==> src/rtl/regfile_wr_arbiter.sv <==
// Write-port owner for the 32x64 LEGv8 register file: runs the xi = i init pass
// after reset, then arbitrates the ALU (A) and load (B) write-backs round-robin.
module regfile_wr_arbiter #(
    parameter int N_REG = 32,
    parameter int W     = 64
) (
    input  logic         clk,
    input  logic         reset,
    output logic         init_busy,
    input  logic         a_req,
    input  logic [4:0]   a_addr,
    input  logic [W-1:0] a_data,
    output logic         a_gnt,
    input  logic         b_req,
    input  logic [4:0]   b_addr,
    input  logic [W-1:0] b_data,
    output logic         b_gnt,
    output logic         we3,
    output logic [4:0]   wa3,
    output logic [W-1:0] wd3
);

    typedef enum logic {INIT, RUN} state_t;

    localparam logic [4:0] XZR      = 5'(N_REG - 1);
    localparam logic [4:0] LAST_REG = 5'(N_REG - 2);

    state_t         state_reg, state_next;
    logic [4:0]     cnt_reg, cnt_next;
    logic           prio_reg, prio_next;
    logic           we3_reg, we3_next;
    logic [4:0]     wa3_reg, wa3_next;
    logic [W-1:0]   wd3_reg, wd3_next;

    always_ff @(posedge clk) begin
        if (!reset) begin
            state_reg <= INIT;
            cnt_reg   <= '0;
            prio_reg  <= 1'b0;
            we3_reg   <= 1'b0;
            wa3_reg   <= '0;
            wd3_reg   <= '0;
        end else begin
            state_reg <= state_next;
            cnt_reg   <= cnt_next;
            prio_reg  <= prio_next;
            we3_reg   <= we3_next;
            wa3_reg   <= wa3_next;
            wd3_reg   <= wd3_next;
        end
    end

    always_comb begin
        state_next = state_reg;
        cnt_next   = cnt_reg;
        prio_next  = prio_reg;
        we3_next   = 1'b0;
        wa3_next   = wa3_reg;
        wd3_next   = wd3_reg;
        a_gnt      = 1'b0;
        b_gnt      = 1'b0;

        case (state_reg)
            INIT: begin
                we3_next = 1'b1;
                wa3_next = cnt_reg;
                wd3_next = {{(W-5){1'b0}}, cnt_reg};
                cnt_next = cnt_reg + 5'd1;
                if (cnt_reg == LAST_REG)
                    state_next = RUN;
            end
            RUN: begin
                a_gnt = a_req & (~b_req | ~prio_reg);
                b_gnt = b_req & (~a_req |  prio_reg);
                // XZR writes are consumed but never reach the regfile; wa3/wd3 hold.
                if (a_gnt) begin
                    prio_next = 1'b1;
                    if (a_addr != XZR) begin
                        we3_next = 1'b1;
                        wa3_next = a_addr;
                        wd3_next = a_data;
                    end
                end else if (b_gnt) begin
                    prio_next = 1'b0;
                    if (b_addr != XZR) begin
                        we3_next = 1'b1;
                        wa3_next = b_addr;
                        wd3_next = b_data;
                    end
                end
            end
            default: state_next = INIT;
        endcase
    end

    assign init_busy = (state_reg == INIT);
    assign we3       = we3_reg;
    assign wa3       = wa3_reg;
    assign wd3       = wd3_reg;

endmodule
==> config.mk <==
export PLATFORM = sky130hd
export DESIGN_NAME = regfile_wr_arbiter
export DESIGN_NICKNAME = d
export VERILOG_FILES = /design/src/rtl/regfile_wr_arbiter.sv
export SDC_FILE = /design/constraint.sdc
export NUM_CORES = 1
export LEC_CHECK = 0
export CORE_MARGIN = 3
export CORE_UTILIZATION = 40
export DETAILED_ROUTE_END_ITERATION = 8
export GPL_TIMING_DRIVEN = 0
export PLACE_DENSITY = 0.9
export SETUP_SLACK_MARGIN = 0.15
export SLEW_MARGIN = 15
export SYNTH_ARGS = -nofsm -noshare
export SYNTH_HDL_FRONTEND = slang
export SYNTH_SLANG_ARGS = --single-unit
==> constraint.sdc <==
create_clock -name clk -period 4.1 [get_ports clk]
set_input_delay 0.82 -clock clk [delete_from_list [all_inputs] [get_ports clk]]
set_output_delay 0.82 -clock clk [all_outputs]
set_load 0.01 [all_outputs]
== Yosys cells after proc, flatten, opt, wreduce, memory -nomap -nowiden ==
Index checks and enable logic that the tools add are counted.

* Output and inout bits: 73
* Word-level logic and storage cells: 45
* Bits in registers: 77
* Input bits: 142

* Add/sub/neg operators: 1
* Mux-type cells: 21
* Equal/unequal tests: 6
* Bitwise operators: 8
* Reductions and logical operators: 3

{| class="wikitable"
|+ Operators with widths
! operator !! count
|-
| $mux 64 || 4
|-
| $pmux 64 s2 || 1
|-
| $mux 5 || 4
|-
| $mux 1 || 10
|-
| $ne 5x5->1 const B || 2
|-
| $pmux 5 s2 || 1
|-
| $ne 3x1->1 const B || 2
|-
| $add 5x1->5 const B || 1
|-
| $eq 5x5->1 const B || 1
|-
| $not 1->1 || 4
|-
| $ne 3x2->1 const B || 1
|-
| $reduce_and 3->1 || 1
|-
| $and 1x1->1 || 2
|-
| $or 1x1->1 || 2
|-
| $pmux 1 s2 || 1
|-
| $reduce_and 2->1 || 1
|-
| $reduce_bool 2->1 || 1
|}

== Depth between registers and ports, before layout ==
* Depth in word-level cells: 6
* Mapped depth: 6
* Gate-level depth less buffers: 5

== Worst setup path before layout ==
No wires, ideal clock.

* Kind: input port to output port
* Start point: input a_req
* End point: output a_gnt
* Slack: 1,804 ps
* Cell stages on the path: 4
* Path buffers: 2
* Data arrival time: 1,476 ps
* Required time: 3,280 ps
* Path through: a21bo_1 > buf_4 > buf_4 > nor2_1

* Cells in the longest elaborated chain, start to end: 2

{| class="wikitable"
|+ RTL lines
! what !! line !! text
|-
| start: declaration || 10 || <nowiki>input logic a_req,</nowiki>
|-
| $and 1x1->1 || 73 || <nowiki>a_gnt = a_req & (~b_req | ~prio_reg);</nowiki>
|-
| $mux 1 || 63 || <nowiki>case (state_reg)</nowiki>
|-
| end: declaration || 13 || <nowiki>output logic a_gnt,</nowiki>
|}

Every way passes these cells.

== Worst setup path in the final report ==
Ends and elaborated chain as after synthesis.

==> reports/metrics.cfg <==
[sta]
hold_ws_ns = 0.4547
setup_ws_ns = 0.7283
hold_viol_final = 0
skew_ns = 0.01023
relSlewSlack_pct = 64.73
setup_viol = 0
slew_violations = 0
finalSetupTns_ns = 0
fmax_ghz = 0.2966
tightest_slew_ns = 0.5290
finalCritPeriodShare_pct = 82.24
layout_min_cycle_time_ns = 3.372
rsz0062_at_grt = no

[clock_tree]
numCtsBuffers = 9
path_clk_slew_ns = 0.07
clock_path_buffers = 2
root_buffer = clkbuf_8
cts_setup_buffers = 0
cts_resized = 0
htree_levels = 3
clock_latency_ns = 0.34
cts_sinks = 77
cts_tree = done
postCtsHoldBufs = 0

[min_path]
holdPathEnd = wd3[55]
min_from = wd3[55]
holdCritPathClass = reg -> reg
whs_path_depth = 2

[status]
status = completed

[yosys]
synthAdderAreaFrac_pct = 0.6175
synthDistinctLibCells = 27
synth_xor_xnor_area_share_pct = 0.8645
yosys.area.top_type_share_pct = 38.04
yosys.area_share.simple_pct = 16.61
synth_fp_nets = 585
netlist_instances = 441
synthMuxAreaShare_pct = 33.44
avgSynthCellArea_um2 = 9.190
yosys.cell_count.top_type = nand2_1
syn_area_mm2 = 0.004053
ys_ff_latch = 77
ys.flop_type = dfxtp_1
synth_top_area_cell = dfxtp_1
synthArstFlopShare_pct = 0
synthTopCellsByCount = nand2_1 (152), dfxtp_1 (77), mux2i_1 (69), mux2_2 (59), buf_6 (13)
synth-compound-area-share_pct = 4.044
synth_edf_count = 0
synthTopCellsByArea = dfxtp_1 (38%), mux2i_1 (17%), mux2_2 (16%)
synth_top_family_by_area = multiplexers
yosys_warnings = 0
ys_seq_area_share_pct = 38.04

[route]
drc = 0
vias_per_cell = 4.885
drt_iter0_drc = 143
drt-total-wl_mm = 12.72
drt_first_pass_iters = 5
antenna_left = 0
vias = 3923
wire_per_inst_um = 15.84

[final_layout]
nets = 810
n_antenna_cell = 0
final_cell_area_mm2 = 0.006574
fin_cells = 803
drive_gt1_share_pct = 15.97
largest_reg_flops = 64
areaGrowthSynthToFinish_pct = 62.21

[grt]
grt_antenna_before_repair = 0
grt_use_met1_pct = 23.24
grt_pass1_wl_mm = 19.78
grt_max_degree = 13
grt.met3_usage_pct = 6.743
grt_overflow = 0
grt_pass1_vias = 4190
use_met2_pct = 39.97
busiest_layer = met2
globalRouteTotalUtil_pct = 21.65

[setup_path]
critPathLaunch = a_req
ff2ff_setup_slack_ns = 2.58
rr_worst_depth = 6
crit_path_end_kind = output port
critPathKind = in -> out
cp.arrival_ns = 2.55
r2r_end = wd3[14]
crit_fanout = 10
setup.worst_path.start_class = primary input
crit-reg2reg-launch = prio_reg
crit_required_ns = 3.28

[pwr]
ir_drop_mv = 0.2175
total_leakage_power_nw = 2.792
power_density_mw_per_mm2 = 250.5

[floorplanning]
coreArea_mm2 = 0.009819
rows = 36
dieHeight_um = 106.7
initial_core_util_pct = 41.27
ioPinCount = 215
die_x_um = 106.7
die-area_mm2 = 0.01138

[placement]
port_buffers = 214
dp.cells = 788
post-dp-hpwl_mm = 10.25
place.gp.congestion = 0.8260
preCtsSetupSlack_ns = 0.7321
placed_area_mm2 = 0.006361

[run]
drv_cap = 0

## worst max-delay path by stage
stage	end	cells after the start	slack [ns]
3_3_place_gp	a_gnt	6	0.78
5_1_grt	a_gnt	6	0.67
4_1_cts	a_gnt	6	0.73
2_1_floorplan	a_gnt	4	1.80
6_report	a_gnt	6	0.73
3_5_place_dp	a_gnt	6	0.73
## worst max-delay path: stages
cell	delay, ns
clkdlybuf4s50_1	0.50
a21bo_1	0.21
buf_4	0.19
buf_4	0.18
nor2_1	0.10
clkdlybuf4s50_1	0.55
## cells by family after synthesis
family,count (synthesis)
flops,77
buf+inv,38
compound gates,22
xor+xnor,4
simple gates,170
mux,128
fa+ha+maj,2
## where the power goes
part,switching [W],internal (W)
combinational,0.0000800,0.000185
clock,0.000269,0.000353
sequential,0.00000587,0.000754
## cell usage in the layout (no fill, tap or decap), drive strengths merged, types with 2 or more instances in the layout
master         Yosys  routed
clkbuf             9      19
clkinv             0       3
buf               26      26
nand3              2       2
dfxtp             77      77
nand2            152     152
a31o              10      10
a21boi             2       2
inv                3       3
o21ai              6       6
nand4              3       3
nor2               3       3
ha                 2       2
clkdlybuf4s50      0     214
xnor2              3       3
mux2i             69      69
nor2b              3       3
and2               7       7
mux2              59      59
bufinv             0       2
## per-layer routing
| layer | wire [um] | vias up | share of wire [%] |
|---|---|---|---|
| li1 | - | 1919 | - |
| met1 | 4935 | 1813 | 39 |
| met2 | 6420 | 168 | 50 |
| met3 | 1088 | 23 | 8.6 |
| met4 | 276 | 0 | 2.2 |
| met5 | 0 | - | 0 |
## through the flow
stage | power [W] | utilization, %
4_1_cts | 0.001658 | 66.95
2_1_floorplan | 0.0008748 | -
5_1_grt | 0.001711 | 66.95
3_5_place_dp | 0.001041 | 64.78
6_report | 0.001647 | 66.95
3_3_place_gp | 0.001035 | 64.78
## layout make-up
cell class | instances | area, um^2
Fill cell | 831 | 3246
Multi-Input combinational cell | 326 | 2252
Timing Repair Buffer | 214 | 2142
Sequential cell | 77 | 1541
Buffer | 35 | 247.7
Tap cell | 133 | 166.4
Clock buffer | 10 | 137.6
Clock inverter | 5 | 75.07
Inverter | 3 | 11.26
Power figures use the tool's default switching activity.
